## src/rtl/counter_run_ctrl_if.sv

```systemverilog
// Bundle for the counter_run_ctrl control and status signals.
//   run_stop : one-cycle pulse, toggles RUN/PAUSE
//   clear    : one-cycle pulse, back to IDLE with count 0
//   dir      : 0 = count up, 1 = count down
//   count    : current count, 0..MAX
//   running  : high while the controller is in RUN
//   tick     : one-cycle pulse with every count update
//   wrap     : one-cycle pulse with a wrapping count update
// master drives the buttons and direction; slave is the controller.
interface counter_run_ctrl_if;
  logic        run_stop;
  logic        clear;
  logic        dir;
  logic [13:0] count;
  logic        running;
  logic        tick;
  logic        wrap;

  modport master (
    output run_stop, clear, dir,
    input  count, running, tick, wrap
  );

  modport slave (
    input  run_stop, clear, dir,
    output count, running, tick, wrap
  );
endinterface

```

## src/rtl/counter_run_ctrl.sv

```systemverilog
// Run/pause/clear controller and tick scheduler for a 0..MAX counter.
// A prescaler in the clk domain produces a single-cycle internal tick every
// DIV = CLK_HZ/TICK_HZ cycles while running; each tick steps the count up or
// down with wrap-around.
// Ports:
//   clk : system clock, rising edge
//   rst : asynchronous, active-high reset
//   bus : counter_run_ctrl_if.slave (run_stop, clear, dir in;
//         count, running, tick, wrap out)
//
// state | meaning
// IDLE  | stopped, count and prescaler held at 0
// RUN   | prescaler advancing, count steps on every internal tick
// PAUSE | prescaler and count frozen, phase kept for resume
module counter_run_ctrl #(
  parameter int CLK_HZ  = 100_000_000,
  parameter int TICK_HZ = 1,
  parameter int MAX     = 9999
) (
  input  logic              clk,
  input  logic              rst,
  counter_run_ctrl_if.slave bus
);

  localparam int DIV = CLK_HZ / TICK_HZ;
  localparam int PW  = $clog2(DIV);
  localparam logic [PW-1:0] PRESC_LAST = PW'(DIV - 1);
  localparam logic [13:0]   COUNT_MAX  = 14'(MAX);

  typedef enum logic [1:0] {
    IDLE  = 2'd0,
    RUN   = 2'd1,
    PAUSE = 2'd2
  } state_t;

  state_t        state;
  logic [PW-1:0] presc;
  logic [13:0]   count_q;
  logic          running_q;
  logic          tick_q;
  logic          wrap_q;

  logic          tick_int;
  logic [13:0]   count_next;
  logic          wrap_next;

  assign tick_int = (state == RUN) && (presc == PRESC_LAST);

  // Value the count takes on a tick; dir is only meaningful on that cycle.
  always_comb begin
    count_next = count_q;
    wrap_next  = 1'b0;
    if (bus.dir) begin
      if (count_q == 14'd0) begin
        count_next = COUNT_MAX;
        wrap_next  = 1'b1;
      end else begin
        count_next = count_q - 14'd1;
      end
    end else begin
      if (count_q >= COUNT_MAX) begin
        count_next = 14'd0;
        wrap_next  = 1'b1;
      end else begin
        count_next = count_q + 14'd1;
      end
    end
  end

  always_ff @(posedge clk or posedge rst) begin
    if (rst) begin
      state     <= IDLE;
      presc     <= '0;
      count_q   <= '0;
      running_q <= 1'b0;
      tick_q    <= 1'b0;
      wrap_q    <= 1'b0;
    end else begin
      tick_q <= 1'b0;
      wrap_q <= 1'b0;
      if (bus.clear) begin
        // Clear outranks both run_stop and a coincident tick.
        state     <= IDLE;
        presc     <= '0;
        count_q   <= '0;
        running_q <= 1'b0;
      end else begin
        case (state)
          IDLE: begin
            presc <= '0;
            if (bus.run_stop) begin
              state     <= RUN;
              running_q <= 1'b1;
            end
          end
          RUN: begin
            if (tick_int) begin
              presc   <= '0;
              count_q <= count_next;
              tick_q  <= 1'b1;
              wrap_q  <= wrap_next;
            end else begin
              presc <= presc + 1'b1;
            end
            // A stop on a tick cycle still lets that tick land.
            if (bus.run_stop) begin
              state     <= PAUSE;
              running_q <= 1'b0;
            end
          end
          PAUSE: begin
            if (bus.run_stop) begin
              state     <= RUN;
              running_q <= 1'b1;
            end
          end
          default: begin
            state     <= IDLE;
            presc     <= '0;
            count_q   <= '0;
            running_q <= 1'b0;
          end
        endcase
      end
    end
  end

  assign bus.count   = count_q;
  assign bus.running = running_q;
  assign bus.tick    = tick_q;
  assign bus.wrap    = wrap_q;

endmodule

```

## src/flat_wrapper.sv

```systemverilog
// flat-port wrapper written by rule: the top's interface ports become plain ports
module counter_run_ctrl_flat 
#(
  parameter int CLK_HZ  = 100_000_000,
  parameter int TICK_HZ = 1,
  parameter int MAX     = 9999
)
  (clk, rst, bus_run_stop, bus_clear, bus_dir, bus_count, bus_running, bus_tick, bus_wrap);
  counter_run_ctrl_if bus_i ();
  input  logic clk;
  input  logic rst;
  input wire logic [$bits(bus_i.run_stop)-1:0] bus_run_stop;
  input wire logic [$bits(bus_i.clear)-1:0] bus_clear;
  input wire logic [$bits(bus_i.dir)-1:0] bus_dir;
  output wire logic [$bits(bus_i.count)-1:0] bus_count;
  output wire logic [$bits(bus_i.running)-1:0] bus_running;
  output wire logic [$bits(bus_i.tick)-1:0] bus_tick;
  output wire logic [$bits(bus_i.wrap)-1:0] bus_wrap;
  assign bus_i.run_stop = bus_run_stop;
  assign bus_i.clear = bus_clear;
  assign bus_i.dir = bus_dir;
  assign bus_count = bus_i.count;
  assign bus_running = bus_i.running;
  assign bus_tick = bus_i.tick;
  assign bus_wrap = bus_i.wrap;
  counter_run_ctrl #(.CLK_HZ(CLK_HZ), .TICK_HZ(TICK_HZ), .MAX(MAX)) u_core (.clk(clk), .rst(rst), .bus(bus_i));
endmodule
```

## config.mk

```make
export PLATFORM = sky130hd
export DESIGN_NAME = counter_run_ctrl_flat
export DESIGN_NICKNAME = d
export VERILOG_FILES = /design/src/rtl/counter_run_ctrl_if.sv /design/src/rtl/counter_run_ctrl.sv /design/src/flat_wrapper.sv
export SDC_FILE = /design/constraint.sdc
export NUM_CORES = 1
export LEC_CHECK = 0
export BUFFER_PORTS_ARGS = -buffer_cell sky130_fd_sc_hd__buf_2
export CAP_MARGIN = 10
export CORE_AREA = 2 2 74 104
export CTS_CLUSTER_SIZE = 30
export DETAILED_ROUTE_END_ITERATION = 12
export DIE_AREA = 0 0 76 106
export PLACE_DENSITY_LB_ADDON = 0.1
export SYNTH_ARGS = -nofsm -noshare
export SYNTH_HDL_FRONTEND = slang
export SYNTH_SLANG_ARGS = --single-unit
```

## constraint.sdc

```tcl
create_clock -name clk -period 2.08 [get_ports clk]
set_clock_uncertainty 0.15 [all_clocks]
set_input_delay 0.416 -clock clk [delete_from_list [all_inputs] [get_ports clk]]
set_output_delay 0.416 -clock clk [all_outputs]
set_load 0.05 [all_outputs]
```

# Yosys cells after proc, flatten, opt, wreduce, memory -nomap -nowiden
# Index checks and enable logic that the tools add are counted.
# classes
n_addsub	3
magnitude_cmp	1
n_eq_ne	8
muxes	26
n_reduce_logical	6
# op_table
op	count
14-bit two-way mux	5
27-bit two-way mux	2
27-bit case mux with 2 select lines	1
14-bit case mux with 2 select lines	1
27-bit by 1-bit adder with 27-bit output (second input constant)	1
27-bit equality test (second input constant)	1
14-bit by 1-bit adder with 14-bit output (second input constant)	1
14-bit >= comparator (second input constant)	1
14-bit zero test	1
14-bit by 1-bit subtractor with 14-bit output (second input constant)	1
1-bit two-way mux	12
2-bit two-way mux	3
2-bit case mux with 2 select lines	1
2-bit AND reduction	2
3-bit by 1-bit != test with 1-bit output (second input constant)	1
3-bit by 2-bit != test with 1-bit output (second input constant)	1
3-bit != test (second input constant)	1
2-bit by 1-bit equality test with 1-bit output (second input constant)	1
2-bit equality test (second input constant)	1
2-bit zero test	1
2-bit by 1-bit != test with 1-bit output (second input constant)	1
2-bit != test (second input constant)	1
1-bit case mux with 2 select lines	1
2-bit OR reduction	1
1-bit logical AND	1
# word_totals
ff_bits	46
in_bits	5
out_inout_bits	17
word_cells	50

# Longest topological paths before layout
# Gate-level depths: netlist of run 1.
# logic_depth
word_depth	6
ltp_mapped	8
depth_no_buf	7

# Worst setup path before layout of run 1
# OpenSTA, ideal clock, no wires.
# synth_path
path_type	register -> register
startpoint	register u_core.count_q[1] (netlist: u_core.bus.count[1])
endpoint	register u_core.count_q[13] (netlist: u_core.bus.count[13])
setup_time_ns	0.136
t_arrival_ns	2.201
required_ns	1.794
setup_slack_ns	-0.406
stages_incl_launch_ff	9
n_path_buf	1
synth_period_minus_slack_ns	2.486
cell_sequence	dfrtp_1 clkbuf_1 inv_1 ha_1 nor3b_1 a41oi_1 a21bo_2 o2111ai_1 o211ai_1
# synth_between
elab_chain_len	6
elab_cells_between_ends	10
classes_between	add/sub: 2; order compare: 1; mux: 6; reduce/logical: 1
# synth_lines
element	line	text
start: declaration	counter_run_ctrl.sv:38	logic [13:0] count_q;
start signal: assignment	counter_run_ctrl.sv:99	count_q <= count_next;
14-bit by 1-bit adder with 14-bit output, or another cell as far along	counter_run_ctrl.sv:65	count_next = count_q + 14'd1;
14-bit two-way mux, on equally long branches	counter_run_ctrl.sv:61, counter_run_ctrl.sv:54	
14-bit two-way mux *	counter_run_ctrl.sv:53	if (bus.dir) begin
14-bit two-way mux *	counter_run_ctrl.sv:97	if (tick_int) begin
14-bit case mux with 2 select lines *	counter_run_ctrl.sv:88	case (state)
14-bit two-way mux *	counter_run_ctrl.sv:81	if (bus.clear) begin
# Mark *: on every way between the ends. The rest lies on a longest branch, timed or not. The select of a mux whose other input is x is not followed.
# A chain may end at the register's enable or synchronous reset.

# Final worst setup path of run 1
# layout_path
startpoint	register u_core.count_q[0] (netlist: u_core.bus.count[0])
endpoint	register u_core.count_q[12] (netlist: u_core.bus.count[12])
# The elaborated chain is that of the path after synthesis.

==> results of run 1 <==
state kept, by name, indices dropped and copies added, names as in the netlist:
name / cells
u_core.bus.running: 1
u_core.state: 2
u_core.bus.wrap: 1
u_core.presc: 27
u_core.bus.tick: 1
u_core.bus.count: 14
cells in the mapped netlist, drive strengths merged, types with 3 or more instances:
master / instances / area (um^2)
a21oi: 20 / 100
a22o: 5 / 43.8
a31oi: 14 / 87.6
a41oi: 5 / 43.8
and2: 7 / 43.8
and3: 5 / 31.3
and4: 11 / 96.3
buf: 15 / 109
clkbuf: 8 / 31.3
dfrtp: 46 / 1150
ha: 3 / 37.5
inv: 13 / 48.8
mux2i: 5 / 50.1
nand2: 21 / 78.8
nand2b: 3 / 18.8
nand3: 27 / 135
nand4: 17 / 106
nor2: 23 / 88.8
nor2b: 3 / 18.8
nor3: 10 / 55.1
nor3b: 5 / 42.5
nor4: 11 / 111
o211ai: 8 / 60.1
o21ai: 25 / 133
o31ai: 3 / 22.5
xor2: 5 / 43.8
power by group through the flow:
stage               logic (mW)  registers [mW]  clock network (mW)
CTS                      0.155           0.902               0.600
global route             0.176           0.903               0.641
floorplan               0.0939           0.926                   0
finish                   0.157           0.902               0.578
global placement         0.153           0.919                   0
detailed placement       0.153           0.919                   0
logic make-up after synthesis:
family	count (synthesis)	share of synthesized area, %
compound gates	101	21.3
flops	46	36.7
mux	7	2.31
xor+xnor	7	1.95
buf+inv	38	6.26
simple gates	156	30.3
fa+ha+maj	3	1.20
final timing paths:
check,start,end,slack [ns]
setup / recovery,u_core.bus.count[0],u_core.bus.count[12],0.02
hold / removal,bus_clear,u_core.state[0],0.19
setup reg to reg,u_core.bus.count[0],u_core.bus.count[12],0.02
hold reg to reg,u_core.presc[23],u_core.presc[23],0.34
max in group asynchronous,rst,u_core.bus.count[9],0.98
min in group asynchronous,rst,u_core.bus.running,0.56
timing repair:
item / 4_1_cts / 5_1_grt
endpoints found under the hold margin: 8 / 0
gates resized for setup: 1 / 29
hold buffers: 1 / 0
setup buffers: 2 / 7
pin swaps: 1 / 4
endpoints found under the setup margin: 2 / 21
worst reg2reg max path: stages, from the launching register on:
cell	delay [ns]
dfrtp_2	0.46
ha_4	0.17
and4b_2	0.25
or4b_4	0.47
mux2_2	0.28
o21ai_2	0.11
a22o_1	0.13
metrics by stage:
stage | worst slack, ns | TNS (ns)
floorplan | -0.0477 | -0.172
global placement | -0.00767 | -0.00767
detailed placement | -0.0165 | -0.0252
CTS | 0.0152 | 0
global route | -0.0538 | -0.296
finish | 0.0192 | 0
layout make-up:
cell class | count | area (um^2)
Inverter | 15 | 56.3
Clock buffer | 7 | 86.3
Timing Repair Buffer | 81 | 599
Sequential cell | 46 | 1170
Fill cell | 651 | 3200
Multi-Input combinational cell | 274 | 1940
Tap cell | 97 | 121
Clock inverter | 1 | 5.00
per-layer routing:
metal | global-route usage (%) | vias to the layer above | share of wire [%] | wire (um)
li1 | - | 1507 | - | -
met1 | 25.2 | 1523 | 40 | 3510
met2 | 43.5 | 63 | 54 | 4740
met3 | 2.29 | 23 | 2.7 | 234
met4 | 10.5 | 0 | 3.4 | 295
met5 | 0 | - | 0 | 0
==> results.sh, run 1 <==
export IMPL_run_status="finished, final reports clean"
export IMPL_cts_tree="built"
export IMPL_arrival_ns=2.16
export IMPL_wl_per_cell_um=16.9
export IMPL_power_switching_mw=0.410
export IMPL_startpoint_type="flip-flop"
export IMPL_final_cell_mix="buf_4 (55), dfrtp_1 (31), nand3_1 (27)"
export IMPL_setup_viol=0
export IMPL_synth_area_um2=3140
export IMPL_critPathRequiredTime_ns=2.18
export IMPL_drc_errors=0
export IMPL_h_tree_depth=2
export IMPL_path_depth=6
export IMPL_numCtsBuffers=5
export IMPL_ant_nets=0
export IMPL_dp_cells=503
export IMPL_nets=431
export IMPL_clock_path_buffers=2
export IMPL_hp_class="in2reg"
export IMPL_grt_pass1_wl_mm=14.9
export IMPL_synthDistinctLibCells=64
export IMPL_final_hold_violation_count=0
export IMPL_crit_buf_inv=0
export IMPL_overflow=0
export IMPL_power_frac_seq_pct=55.1
export IMPL_grt_pass1_vias=3072
export IMPL_syn_area_per_cell_um2=8.77
export IMPL_max_stage_delay_ns=0.47
export IMPL_clk_insertion_delay_late_ns=0.30
export IMPL_ios=22
export IMPL_final_util_pct=55.4
export IMPL_hold_worst_slack_ns=0.193
export IMPL_p_comb_share_pct=9.6
export IMPL_worst_path_max_delay_cell="or4b_4"
export IMPL_track_usage_pct=22.8
export IMPL_vias=3116
export IMPL_synth_edf_count=0
export IMPL_rows=37
export IMPL_endpoint_kind="flip-flop"
export IMPL_synthArstFlopShare_pct=100
export IMPL_synth_ff_type="dfrtp_1"
export IMPL_switching_share_pct=25.0
export IMPL_yosysSeqAreaShare_pct=36.7
export IMPL_drv_cap=0
export IMPL_power_mw=1.64
export IMPL_ys_seq_elements=46
export IMPL_ir_drop_mv=0.281
export IMPL_pwr_share_clk_pct=35.3
export IMPL_antenna_found_initial=0
export IMPL_grt_max_degree=47
export IMPL_yosysWarnings=0
export IMPL_p_int_mw=1.23
export IMPL_clkSlewWorstSetupHoldPaths_ns=0.09
export IMPL_gp_congestion=0.915
export IMPL_fmax_mhz=485
export IMPL_power_density_nw_per_um2=412
export IMPL_synthCells=358
export IMPL_placed_area_um2=3700
export IMPL_hold_path_depth=2
export IMPL_ff2ff_path_depth=6
export IMPL_worst_slew_pin_slew_ns=0.480
export IMPL_stdcell_count=521
export IMPL_critical_path_class="reg2reg"
export IMPL_critPathTopFamily="simple AND/OR/NAND/NOR gates"
export IMPL_synthesis_nets=366
export IMPL_initial_utilization_pct=43.7
export IMPL_cp_max_fo=8
export IMPL_dp_hpwl_mm=6.48
export IMPL_die_area_um2=8060
export IMPL_path_cells="ha_4 -> and4b_2 -> or4b_4 -> mux2_2 -> o21ai_2 -> a22o_1"
export IMPL_drive_gt1_share_pct=32.5
export IMPL_routed_wl_mm=8.78
export IMPL_die_height_um=106
export IMPL_stdcell_area_um2=3980
export IMPL_fin_crit_sh_pct=99.1
export IMPL_min_period_ns=2.06
export IMPL_maxSlewViolCount=0
export IMPL_syn2layout_area_growth_pct=26.7
export IMPL_leakage_nw=1.64
export IMPL_layout_commonest_cell="buf_4"
export IMPL_die_w_um=76
export IMPL_drt_iter0_markers=127
export IMPL_cts_root_buf="clkbuf_8"
export IMPL_max_slew_margin_rel_pct=67.9
export IMPL_rsz0062_at_grt="true"
export IMPL_cts_sinks=46
export IMPL_antenna_cells=0
export IMPL_drtPass1Iterations=4
export IMPL_core_um2=7180
export IMPL_portBuffers=21
export IMPL_viasPerCell=5.98
No activity file was read; power rests on OpenSTA's default activity.
==> run 2, diff against run 1 <==
--- a/config.mk
+++ b/config.mk
@@ -8,10 +8,12 @@
 export BUFFER_PORTS_ARGS = -buffer_cell sky130_fd_sc_hd__buf_2
 export CAP_MARGIN = 10
 export CORE_AREA = 2 2 74 104
+export CTS_BUF_LIST = sky130_fd_sc_hd__clkbuf_2
 export CTS_CLUSTER_SIZE = 30
 export DETAILED_ROUTE_END_ITERATION = 12
 export DIE_AREA = 0 0 76 106
 export PLACE_DENSITY_LB_ADDON = 0.1
+export SETUP_SLACK_MARGIN = 0.2
 export SYNTH_ARGS = -nofsm -noshare
 export SYNTH_HDL_FRONTEND = slang
 export SYNTH_SLANG_ARGS = --single-unit
==> run 2 against run 1 <==
  * The flow now finishes with violations (setup timing)
  * Power is 1.5% higher
  * Sequential power hardly changed
  * Utilization is 12 points higher
  * Via count is 12% higher
  * Final area is 22% higher
  * Critical path depth stayed put
  * Cell count is 8.6% higher
  * Clock power is 12% lower
  * Die area stayed put
  * Non-clock buffer count is 45 higher
  * Clock-buffer cell count stayed put
  * Flip-flop and latch count stayed put
==> results.sh, run 2 (synthesis gave the netlist of run 1 again) <==
export IMPL_clock_path_buffers=2
export IMPL_core_um2=7180
export IMPL_setup_viol=1
export IMPL_gp_congestion=0.881
export IMPL_viasPerCell=6.15
export IMPL_final_cell_mix="buf_4 (77), dfrtp_1 (33), buf_6 (26)"
export IMPL_ios=22
export IMPL_final_seq_area_um2=1170
export IMPL_cp_endpoint="u_core.bus.count[12]"
export IMPL_antenna_cells=0
export IMPL_leakage_nw=2.04
export IMPL_path_cells="ha_4 -> and4b_2 -> or4b_4 -> mux2_2 -> o21ai_2 -> a22o_1"
export IMPL_wl_per_cell_um=18.6
export IMPL_critPathRequiredTime_ns=2.30
export IMPL_grt_pass1_wl_mm=16.6
export IMPL_die_w_um=76
export IMPL_nets=476
export IMPL_die_height_um=106
export IMPL_final_util_pct=67.7
export IMPL_cts_tree="built"
export IMPL_max_stage_delay_ns=0.49
export IMPL_worst_slew_pin_slew_ns=0.498
export IMPL_die_area_um2=8060
export IMPL_largest_reg_flops=27
export IMPL_antenna_found_initial=0
export IMPL_timing_final_ws_setup_ns=-0.0293
export IMPL_endpoint_kind="flip-flop"
export IMPL_ir_drop_mv=0.338
export IMPL_h_tree_depth=2
export IMPL_final_hold_violation_count=0
export IMPL_arrival_ns=2.33
export IMPL_stdcell_count=566
export IMPL_fmax_mhz=474
export IMPL_initial_utilization_pct=43.7
export IMPL_clkSlewWorstSetupHoldPaths_ns=0.23
export IMPL_drt_iter0_markers=187
export IMPL_rr_startpoint="u_core.bus.count[0]"
export IMPL_hp_class="in2reg"
export IMPL_violations="setup timing"
export IMPL_grt_pass1_vias=3363
export IMPL_crit_buf_inv=0
export IMPL_layout_commonest_cell="buf_4"
export IMPL_ant_nets=0
export IMPL_track_usage_pct=25.6
export IMPL_max_slew_margin_rel_pct=66.5
export IMPL_portBuffers=21
export IMPL_path_depth=6
export IMPL_wl_met3_um=342
export IMPL_numCtsBuffers=5
export IMPL_fill_cells=560
export IMPL_regToRegSetupSlack_ns=-0.03
export IMPL_drc_errors=0
export IMPL_drtPass1Iterations=5
export IMPL_dp_hpwl_mm=6.88
export IMPL_grt_max_degree=18
export IMPL_cp_max_fo=5
export IMPL_maxSlewViolCount=0
export IMPL_dp_cells=508
export IMPL_ff2ff_path_depth=6
export IMPL_r2r_end="u_core.bus.count[12]"
export IMPL_clk_insertion_delay_late_ns=0.43
export IMPL_dr_wl_met2_mm=5.82
export IMPL_rsz0062_at_grt="true"
export IMPL_highest_layer="met4"
export IMPL_wl_met1_mm=3.90
export IMPL_regMostFlops="u_core.presc"
export IMPL_vias=3480
export IMPL_worst_path_max_delay_cell="dfrtp_2"
export IMPL_syn2layout_area_growth_pct=54.8
export IMPL_worstSetupStartpoint="u_core.bus.count[0]"
export IMPL_cts_sinks=46
export IMPL_run_status="finished, violations left"
export IMPL_cts_root_buf="clkbuf_2"
export IMPL_power_density_nw_per_um2=342
export IMPL_rows=37
export IMPL_fin_crit_sh_pct=101
export IMPL_multiInputGateArea_um2=2310
export IMPL_drv_cap=0
export IMPL_startpoint_type="flip-flop"
export IMPL_min_period_ns=2.11
export IMPL_critPathTopFamily="simple AND/OR/NAND/NOR gates"
export IMPL_routed_wl_mm=10.5
export IMPL_critical_path_class="reg2reg"
export IMPL_drive_gt1_share_pct=51.0
export IMPL_overflow=0
## run 2: report_power, final
group	switching [mW]	total (mW)	internal, mW
registers	0.00342	0.904	0.901
logic	0.132	0.248	0.117
clock network	0.296	0.510	0.214
total	0.431	1.66	1.23
## run 2: worst reg2reg max path, delay by kind of cell (launching register included)
kind / cells / cell delay [ns]
AOI/OAI and AO/OA: 2 / 0.25
muxes: 1 / 0.28
DFF: 1 / 0.49
and+or+nand+nor: 2 / 0.74
adders and majority gates: 1 / 0.15
## run 2: worst min-delay path by stage
stage,from,endpoint,cells after the start
detailed placement,rst,u_core.bus.tick,2
global placement,rst,u_core.bus.tick,2
floorplan,u_core.presc[23],u_core.presc[23],1
CTS,bus_clear,u_core.state[1],2
finish,bus_clear,u_core.state[1],2
global route,bus_clear,u_core.state[1],2
## run 2: through the flow
step                      setup WS [ns]  TNS (ns)  total power [mW]  hold slack [ns]  instance area (um^2)
after global routing             -0.127    -0.949              1.72           0.0121                  4860
after CTS                      -0.00850  -0.00850              1.66           0.0323                  4540
after detailed placement        -0.0368   -0.0389              1.08            0.274                  3800
final                           -0.0293   -0.0293              1.66           0.0523                  4860
after global placement           0.0358         0              1.08            0.269                  3800
after floorplan                 -0.0477    -0.124              1.02            0.293                  3310
## run 2: what timing repair did
| item | CTS | global route |
|---|---|---|
| resized for setup | 89 | 47 |
| buffers inserted | 29 | 16 |
| cloned | 4 | 0 |
| pin swaps | 58 | 40 |
| hold buffers | 1 | 0 |
| endpoints found under the hold margin | 14 | 0 |
| setup endpoints to repair | 41 | 53 |
## run 2: metal layers
metal	global-route usage, %	up-vias
li1	-	1592
met1	28.5	1746
met2	48.1	103
met3	3.14	39
met4	12.5	0
met5	0	-
## run 2: area by class of cell
cell class                      count  area share (%)
Inverter                           15            1.21
Clock inverter                      1           0.618
Sequential cell                    46            24.0
Clock buffer                        7           0.721
Tap cell                           97            2.50
Timing Repair Buffer              126            23.3
Multi-Input combinational cell    274            47.6
==> run 3, diff against run 2 <==
==> constraint.sdc (replaced) <==
create_clock -name clk -period 2.08 [get_ports clk]
set_clock_uncertainty 0.15 [all_clocks]
set_input_delay 0.52 -clock clk [delete_from_list [all_inputs] [get_ports clk]]
set_output_delay 0.52 -clock clk [all_outputs]
set_load 0.05 [all_outputs]
==> run 3 against run 2 <==
  * The flow now finishes without violations
  * Clock-buffer cell count up 1
  * Maximum frequency up 3.1%
  * Sequential power about the same
  * First-iteration DRC count up 33%
  * Register-to-register slack better by 0.06 ns
  * Cell count up 2.5%
  * Non-clock buffer count up 14
  * Hold slack better by 0.15 ns
  * Critical path type unchanged
==> results.sh, run 3 (synthesis gave the netlist of run 1 again) <==
export IMPL_run_status="finished, final reports clean"
export IMPL_numCtsBuffers=5
export IMPL_portBuffers=21
export IMPL_hp_class="in2reg"
export IMPL_max_stage_delay_ns=0.48
export IMPL_nets=490
export IMPL_arrival_ns=2.31
export IMPL_cts_sinks=46
export IMPL_final_util_pct=68.1
export IMPL_max_slew_margin_rel_pct=72.6
export IMPL_drtPass1Iterations=5
export IMPL_endpoint_kind="flip-flop"
export IMPL_gp_congestion=0.895
export IMPL_cp_max_fo=4
export IMPL_grt_max_degree=47
export IMPL_ios=22
export IMPL_fill_cells=558
export IMPL_viasPerCell=6.07
export IMPL_rows=37
export IMPL_fin_crit_sh_pct=98.4
export IMPL_antenna_cells=0
export IMPL_setup_viol=0
export IMPL_final_hold_violation_count=0
export IMPL_startpoint_type="flip-flop"
export IMPL_wl_per_cell_um=17.7
export IMPL_regMostFlops="u_core.presc"
export IMPL_leakage_nw=2.06
export IMPL_clock_path_buffers=2
export IMPL_die_height_um=106
export IMPL_critical_path_class="reg2reg"
export IMPL_grt_pass1_vias=3316
export IMPL_power_density_nw_per_um2=311
export IMPL_ant_nets=0
export IMPL_antenna_found_initial=0
export IMPL_dp_hpwl_mm=6.72
export IMPL_layout_commonest_cell="buf_4"
export IMPL_fmax_mhz=489
export IMPL_clkSlewWorstSetupHoldPaths_ns=0.24
export IMPL_worst_slew_pin_slew_ns=0.409
export IMPL_placed_area_um2=3920
export IMPL_cts_tree="built"
export IMPL_rsz0062_at_grt="true"
export IMPL_clk_insertion_delay_late_ns=0.45
export IMPL_drc_errors=0
export IMPL_worst_path_max_delay_cell="or4b_4"
export IMPL_path_cells="ha_4 -> and4b_1 -> or4b_4 -> mux2_4 -> o21ai_2 -> a22o_1"
export IMPL_cts_root_buf="clkbuf_2"
export IMPL_initial_utilization_pct=43.7
export IMPL_grt_pass1_wl_mm=15.7
export IMPL_multiInputGateArea_um2=2240
export IMPL_critPathRequiredTime_ns=2.34
export IMPL_drv_cap=0
export IMPL_ir_drop_mv=0.361
export IMPL_maxSlewViolCount=0
export IMPL_drive_gt1_share_pct=49.3
export IMPL_largest_reg_flops=27
export IMPL_die_area_um2=8060
export IMPL_die_w_um=76
export IMPL_core_um2=7180
export IMPL_h_tree_depth=2
export IMPL_overflow=0
export IMPL_min_period_ns=2.05
export IMPL_drt_iter0_markers=248
export IMPL_track_usage_pct=24.2
export IMPL_stdcell_area_um2=4890
export IMPL_vias=3520
export IMPL_final_cell_mix="buf_4 (94), dfrtp_1 (31), nand3_1 (26)"
export IMPL_syn2layout_area_growth_pct=55.7
export IMPL_final_seq_area_um2=1170
export IMPL_routed_wl_mm=10.3
## run 3: cell count changes in the layout (fill, tap and decap cells not counted), sizes merged
cell,delta
bufinv,-1
buf,+13
clkbuf,+2
## run 3: where the power goes
part	internal [mW]	switching (mW)
Sequential	0.901	0.00499
Clock	0.0987	0.300
Combinational	0.0973	0.119
## run 3: worst max-delay path: cells and delay by family, from the launching register on
family	cells	cell delay, ns
mux	1	0.29
fa+ha+maj	1	0.17
compound gates	2	0.24
simple gates	2	0.71
flops	1	0.47
## run 3: repair_timing
| action | 4_1_cts | 5_1_grt |
|---|---|---|
| buffers inserted | 21 | 25 |
| pin swaps | 11 | 36 |
| hold buffers | 1 | 0 |
| resized for setup | 48 | 83 |
| cloned | 0 | 3 |
| endpoints found under the setup margin | 55 | 55 |
| hold endpoints to repair | 46 | 0 |
## run 3: per-layer routing
| layer | routed length, um | global-route usage (%) | up-vias |
|---|---|---|---|
| met2 | 5560 | 45.4 | 128 |
| met3 | 374 | 3.14 | 38 |
| met5 | 0 | 0 | - |
| li1 | - | - | 1619 |
| met4 | 475 | 13.8 | 0 |
| met1 | 3850 | 26.0 | 1735 |
## run 3: layout make-up
| cell class | instances | share of cell area, % |
|---|---|---|
| multi-input combinational | 274 | 45.8 |
| timing repair buffer | 140 | 25.7 |
| sequential | 46 | 23.9 |
| tap | 97 | 2.48 |
| inverter | 15 | 1.20 |
| clock buffer | 8 | 0.819 |
## run 3: metrics by stage
step                TNS [ns]  worst slack [ns]  power, mW  cells  hold WS [ns]
floorplan             -0.124           -0.0477       1.02    358         0.293
global placement           0           0.00317       1.08    522         0.314
detailed placement   -0.0302           -0.0302       1.08    522         0.311
CTS                        0            0.0370       1.49    552         0.169
global route         -0.0524           -0.0323       1.59    580         0.171
finish                     0            0.0341       1.52    580         0.200
## run 3: worst paths after layout
path,slack (ns),end,cells past startpoint,startpoint
setup / recovery,0.03,u_core.bus.count[12],6,u_core.bus.count[0]
hold / removal,0.20,u_core.bus.running,2,bus_run_stop
setup reg to reg,0.03,u_core.bus.count[12],6,u_core.bus.count[0]
hold reg to reg,0.34,u_core.presc[16],1,u_core.presc[16]
max in group asynchronous,1.03,u_core.presc[10],4,rst
min in group asynchronous,0.46,u_core.state[0],4,rst
